$ cat config.mk
export PLATFORM = sky130hd
export DESIGN_NAME = freq_divider_prog
export DESIGN_NICKNAME = d
export VERILOG_FILES = /design/src/rtl/freq_divider_prog.sv
export SDC_FILE = /design/constraint.sdc
export NUM_CORES = 1
export LEC_CHECK = 0
export BUFFER_PORTS_ARGS = -buffer_cell sky130_fd_sc_hd__buf_2
export CORE_MARGIN = 1
export CORE_UTILIZATION = 53
export CTS_BUF_LIST = sky130_fd_sc_hd__clkbuf_2
export DETAILED_ROUTE_END_ITERATION = 10
export GPL_ROUTABILITY_DRIVEN = 1
export PLACE_DENSITY = 0.83
export SLEW_MARGIN = 20
export SYNTH_ARGS = -nofsm -noshare
export SYNTH_HDL_FRONTEND = slang
export SYNTH_SLANG_ARGS = --single-unit
$ cat constraint.sdc
create_clock -name clk -period 2.5 [get_ports clk]
set_clock_uncertainty 0.2 [all_clocks]
set_input_delay 0.5 -clock clk [delete_from_list [all_inputs] [get_ports clk]]
set_output_delay 0.5 -clock clk [all_outputs]
set_load 0.01 [all_outputs]
$ cat src/rtl/freq_divider_prog.sv
// Programmable divider: square wave (toggle) or 1-clk strobe (pulse) output plus a
// terminal-count tick; divisor and mode are shadowed and take effect at period boundaries.
module freq_divider_prog #(
  parameter int   WIDTH    = 16,
  parameter logic INIT_OUT = 1'b0
) (
  input  logic             clk,
  input  logic             reset,
  input  logic             enable,
  input  logic             restart,
  input  logic [WIDTH-1:0] div_count,
  input  logic             pulse_mode,
  output logic             div_clk_out,
  output logic             tick,
  output logic [WIDTH-1:0] count_out
);

  logic [WIDTH-1:0] cnt_q, cnt_d;
  logic [WIDTH-1:0] div_q, div_d;
  logic             mode_q, mode_d;
  logic             out_q, out_d;
  logic             tick_q, tick_d;
  logic             term;

  assign term = (cnt_q == div_q);

  always_comb begin
    cnt_d  = cnt_q;
    div_d  = div_q;
    mode_d = mode_q;
    out_d  = out_q;
    tick_d = 1'b0;
    if (restart) begin
      cnt_d  = '0;
      div_d  = div_count;
      mode_d = pulse_mode;
      out_d  = pulse_mode ? 1'b0 : INIT_OUT;
    end else if (enable) begin
      if (term) begin
        // Output follows the mode of the period that just ended; shadow loads the next one.
        cnt_d  = '0;
        tick_d = 1'b1;
        out_d  = mode_q ? 1'b1 : ~out_q;
        div_d  = div_count;
        mode_d = pulse_mode;
      end else begin
        cnt_d = cnt_q + 1'b1;
        if (mode_q) out_d = 1'b0;
      end
    end
  end

  always_ff @(posedge clk) begin
    if (reset) begin
      cnt_q  <= '0;
      div_q  <= div_count;
      mode_q <= pulse_mode;
      out_q  <= pulse_mode ? 1'b0 : INIT_OUT;
      tick_q <= 1'b0;
    end else begin
      cnt_q  <= cnt_d;
      div_q  <= div_d;
      mode_q <= mode_d;
      out_q  <= out_d;
      tick_q <= tick_d;
    end
  end

  assign div_clk_out = out_q;
  assign tick        = tick_q;
  assign count_out   = cnt_q;

endmodule
=== Yosys cells after proc, flatten, opt, wreduce, memory -nomap -nowiden ===
Cells that the tools add are included.

* Add/subtract/negate cells: 1
* Reduce and logical (&&, ||, !) cells: 7
* Equality and inequality tests: 1
* Multiplexer cells: 13
* Bitwise gates (word level): 2

{| class="wikitable"
|+ Operators by type and width
! kind !! count
|-
| two-way mux 16 bit || 5
|-
| adder 16 x 1 -> 16 bit (second input constant) || 1
|-
| == test 16 bit || 1
|-
| two-way mux 1 bit || 8
|-
| nonzero test 3 bit || 2
|-
| AND reduction 2 bit || 2
|-
| OR reduction 3 bit || 1
|-
| NOT 1 bit || 2
|-
| nonzero test 2 bit || 1
|-
| OR reduction 2 bit || 1
|}

* Logic and storage cells: 29
* Bits of input ports: 21
* Bits in registers: 35
* Output and inout port bits: 18

=== Logic depth before layout (Yosys ltp) ===
* Word-level depth: 5
* Gate-level depth with buffers: 6
* Mapped depth without buffers: 5

=== Worst setup path after synthesis ===
Ideal clock, no wire load.

* Path kind: flip-flop to flip-flop
* From: register cnt_q[1] (netlist: count_out[1])
* To: register div_q[0] (enable)
* Slack: 0.489 ns
* Clock period less this slack: 2.011 ns
* Cell stages (with the launch flop): 6
* Setup time: 0.312 ns
* Data required time: 1.988 ns
* Arrival: 1.498 ns
* Buffers on the path: 1
* Path through: dfxtp_1 xor2_1 nor4_1 nand4_1 o21bai_4 buf_6

* Cells in the longest elaborated chain, start to end: 3

{| class="wikitable"
|+ RTL lines
! what !! line !! source
|-
| start, declared || 18 || <nowiki>logic [WIDTH-1:0] cnt_q, cnt_d;</nowiki>
|-
| start signal, assigned || 61 || <nowiki>cnt_q <= cnt_d;</nowiki>
|-
| == test 16 bit || 25 || <nowiki>assign term = (cnt_q == div_q);</nowiki>
|-
| nonzero test 3 bit (no line) || - ||
|-
| AND reduction 2 bit (no line) || - ||
|-
| end signal, assigned || 56 || <nowiki>div_q <= div_count;</nowiki>
|-
| end signal, assigned || 62 || <nowiki>div_q <= div_d;</nowiki>
|-
| end, declared || 19 || <nowiki>logic [WIDTH-1:0] div_q, div_d;</nowiki>
|}

Every way passes these cells.
A chain may end at the register's enable or synchronous reset.

=== Worst setup path after layout ===
* From: register cnt_q[1] (netlist: count_out[1])
* To: register div_q[8] (enable)

Same word-level chain as after synthesis.

==> out/metrics.cfg <==
[min_path]
hp-start = div_count[14]
holdPathStages = 1
hold_path.class = input port to register
whs_endpoint = div_q[14]

[grt]
grt_use_met2_pct = 34.96
grt_pass1_vias = 1010
met1_usage_pct = 25.22
gr-usage-all-layers_pct = 22.10
use_met3_pct = 10.28
grt_pass1_wl_mm = 4.340
grt.busiest_layer = met2
grt_max_degree = 20
antenna_found_initial = 0
grt-ovfl-total = 0

[synthesis]
synthXorXnorAreaFrac_pct = 18.58
synth_top_family_by_area = XOR/XNOR gates
synthSimpleGateAreaFrac_pct = 16.44
synth_nets = 146
synth_area_um2 = 1461
avgSynthCellArea_um2 = 11.79
ys_ff_latch = 35
synth-seq-area-share_pct = 59.59
synth-compound-area-share_pct = 2.740
ys_warn_count = 0
ys_types = 22
synth.area.mux_share_pct = 0.6849
syn_inst = 124
yosys.area_share.adder_pct = 0.8562

[setup_path]
r2r-start = count_out[1]
worstPathMaxFanout = 19
r2r_cells = 5
start_kind = register
cp.arrival_ns = 2.16
path_class = register to register
r2r_end = div_q[8]
rrSetupSlack_ns = 0.21
endpoint_kind = register
worst_ep_required_time_ns = 2.37

[clock_tree]
post_cts_buffers = 0
clock-sinks = 35
cts_htree_levels = 2
clk_pin_slew_ns = 0.16
clk_latency_ns = 0.37
tritoncts = yes
cts_resized = 0
cts_buffers = 5
clk_path_buf_depth = 2
cts-root-buf = clkbuf_2
hold_buffers = 0

[floorplanning]
die_x_um = 54.51
die_y_um = 54.51
num_rows = 18
coreArea_um2 = 2545
initial_utilization_pct = 57.42
die_area_um2 = 2971
io_pins = 39

[final_layout]
nets = 192
drive_above_1_share_pct = 30.00
antenna_cells = 0
fin_cells = 200
seqCellArea_um2 = 870.8
multi_input_comb_area_um2 = 574.3
syn_to_final_growth_pct = 18.41
fillers = 212

[status]
outcome = completed

[detailed_routing]
dr.pass1.iters = 4
drtIter0Drc = 33
viasPerCell = 5.265
drc = 0
post_drt_wl_per_cell_um = 13.80
routed_wl_mm = 2.759
vias = 1053
final_antenna_net_count = 0

[placement]
hpwl_mm = 2.077
io_buffers = 38
place.gp.congestion = 0.7616
place_inst = 193

[power]
vdd_drop_max_mv = 0.4973
power_density_nw_per_um2 = 545.3
p_leak_nw = 0.7432

[timing]
worst_pin_slew_ns = 0.3872
tns_ns = 0
slew_violations = 0
relSlewSlack_pct = 73.95
post-route-min-period_ns = 2.288
rsz0062_at_grt = no
setup_viol = 0
finalCritPeriodShare_pct = 91.53
fmax_mhz = 437.0
final_hold_viol_count = 0
whs_ns = 0.08734

[job]
drv_cap = 0

## report_power, final
part           switching, mW  internal (mW)
logic                 0.0312         0.0300
clock network          0.167         0.0728
registers             0.0116          0.630
## synth_stat cells
cell	instances	share of area [%]
nand3_1	4	1.4
o211ai_1	1	0.51
and3_1	2	0.86
nand2_1	9	2.3
buf_6	1	0.77
and4_1	1	0.60
nand4_1	5	2.1
xor2_1	23	14
nor4_1	4	1.7
nor3_1	5	1.7
a21oi_1	1	0.34
o21bai_4	1	1.3
buf_2	1	0.34
and4_2	1	0.68
xnor2_1	8	4.8
ha_1	1	0.86
a211o_1	1	0.60
or2_2	1	0.43
edfxtp_1	17	35
mux2i_1	1	0.68
dfxtp_1	18	25
nor2_1	18	4.6
## layer usage
metal | wire (um) | up-vias
li1 | - | 521
met1 | 1167 | 477
met2 | 1339 | 46
met3 | 199 | 9
met4 | 52 | 0
met5 | 0 | -
## per-stage QoR
step | cell area [um^2] | setup slack [ns] | util [%] | power (mW)
after floorplan | 1461 | 0.4895 | - | 0.6884
after global placement | 1695 | 0.3290 | 66.62 | 0.7139
after detailed placement | 1695 | 0.2784 | 66.62 | 0.7168
after CTS | 1730 | 0.2572 | 67.99 | 0.9527
after global routing | 1730 | 0.1527 | 67.99 | 0.9867
final | 1730 | 0.2118 | 67.99 | 0.9436
## sequential cells by signal (all words and copies together) (netlist names)
name,count
count_out,16
div_q,16
div_clk_out,1
tick,1
mode_q,1
## cells in the final DEF, fill, tap and decap left out, types with 2 or more instances in the layout
cell type,n
clkbuf_2,7
nor4_1,4
buf_4,3
nor3_1,5
xnor2_1,8
and3_1,2
nor2_1,18
dfxtp_1,18
nand4_1,5
buf_2,38
xor2_1,23
edfxtp_1,17
nand3_1,4
nand2_1,9
## final cells by class
| cell class | instances | share of cell area, % |
|---|---|---|
| Sequential cell | 35 | 50.33 |
| Multi-Input combinational cell | 87 | 33.19 |
| Timing Repair Buffer | 41 | 12.29 |
| Clock buffer | 7 | 2.025 |
| Tap cell | 30 | 2.169 |
## worst max path at each step
stage                endpoint  slack (ns)          from
floorplan            div_q[0]        0.49  count_out[1]
global placement    div_q[13]        0.33  count_out[1]
detailed placement   div_q[9]        0.28  count_out[1]
CTS                  div_q[8]        0.26  count_out[1]
global route         div_q[7]        0.15  count_out[1]
finish               div_q[8]        0.21  count_out[1]
## critical path: stages (launching register included)
cell	delay, ns
dfxtp_1	0.51
xor2_1	0.11
nor4_1	0.41
nand4_1	0.31
o21bai_4	0.20
buf_4	0.26
## kinds of logic (layout without fill, tap and decap cells)
family / Yosys count / in the layout
and+or+nand+nor: 50 / 50
buffers and inverters: 2 / 48
AOI/OAI and AO/OA: 4 / 4
muxes: 1 / 1
DFF: 35 / 35
adders and majority gates: 1 / 1
xor gates and xnor gates: 31 / 31
(Power assumes the default switching activity.)
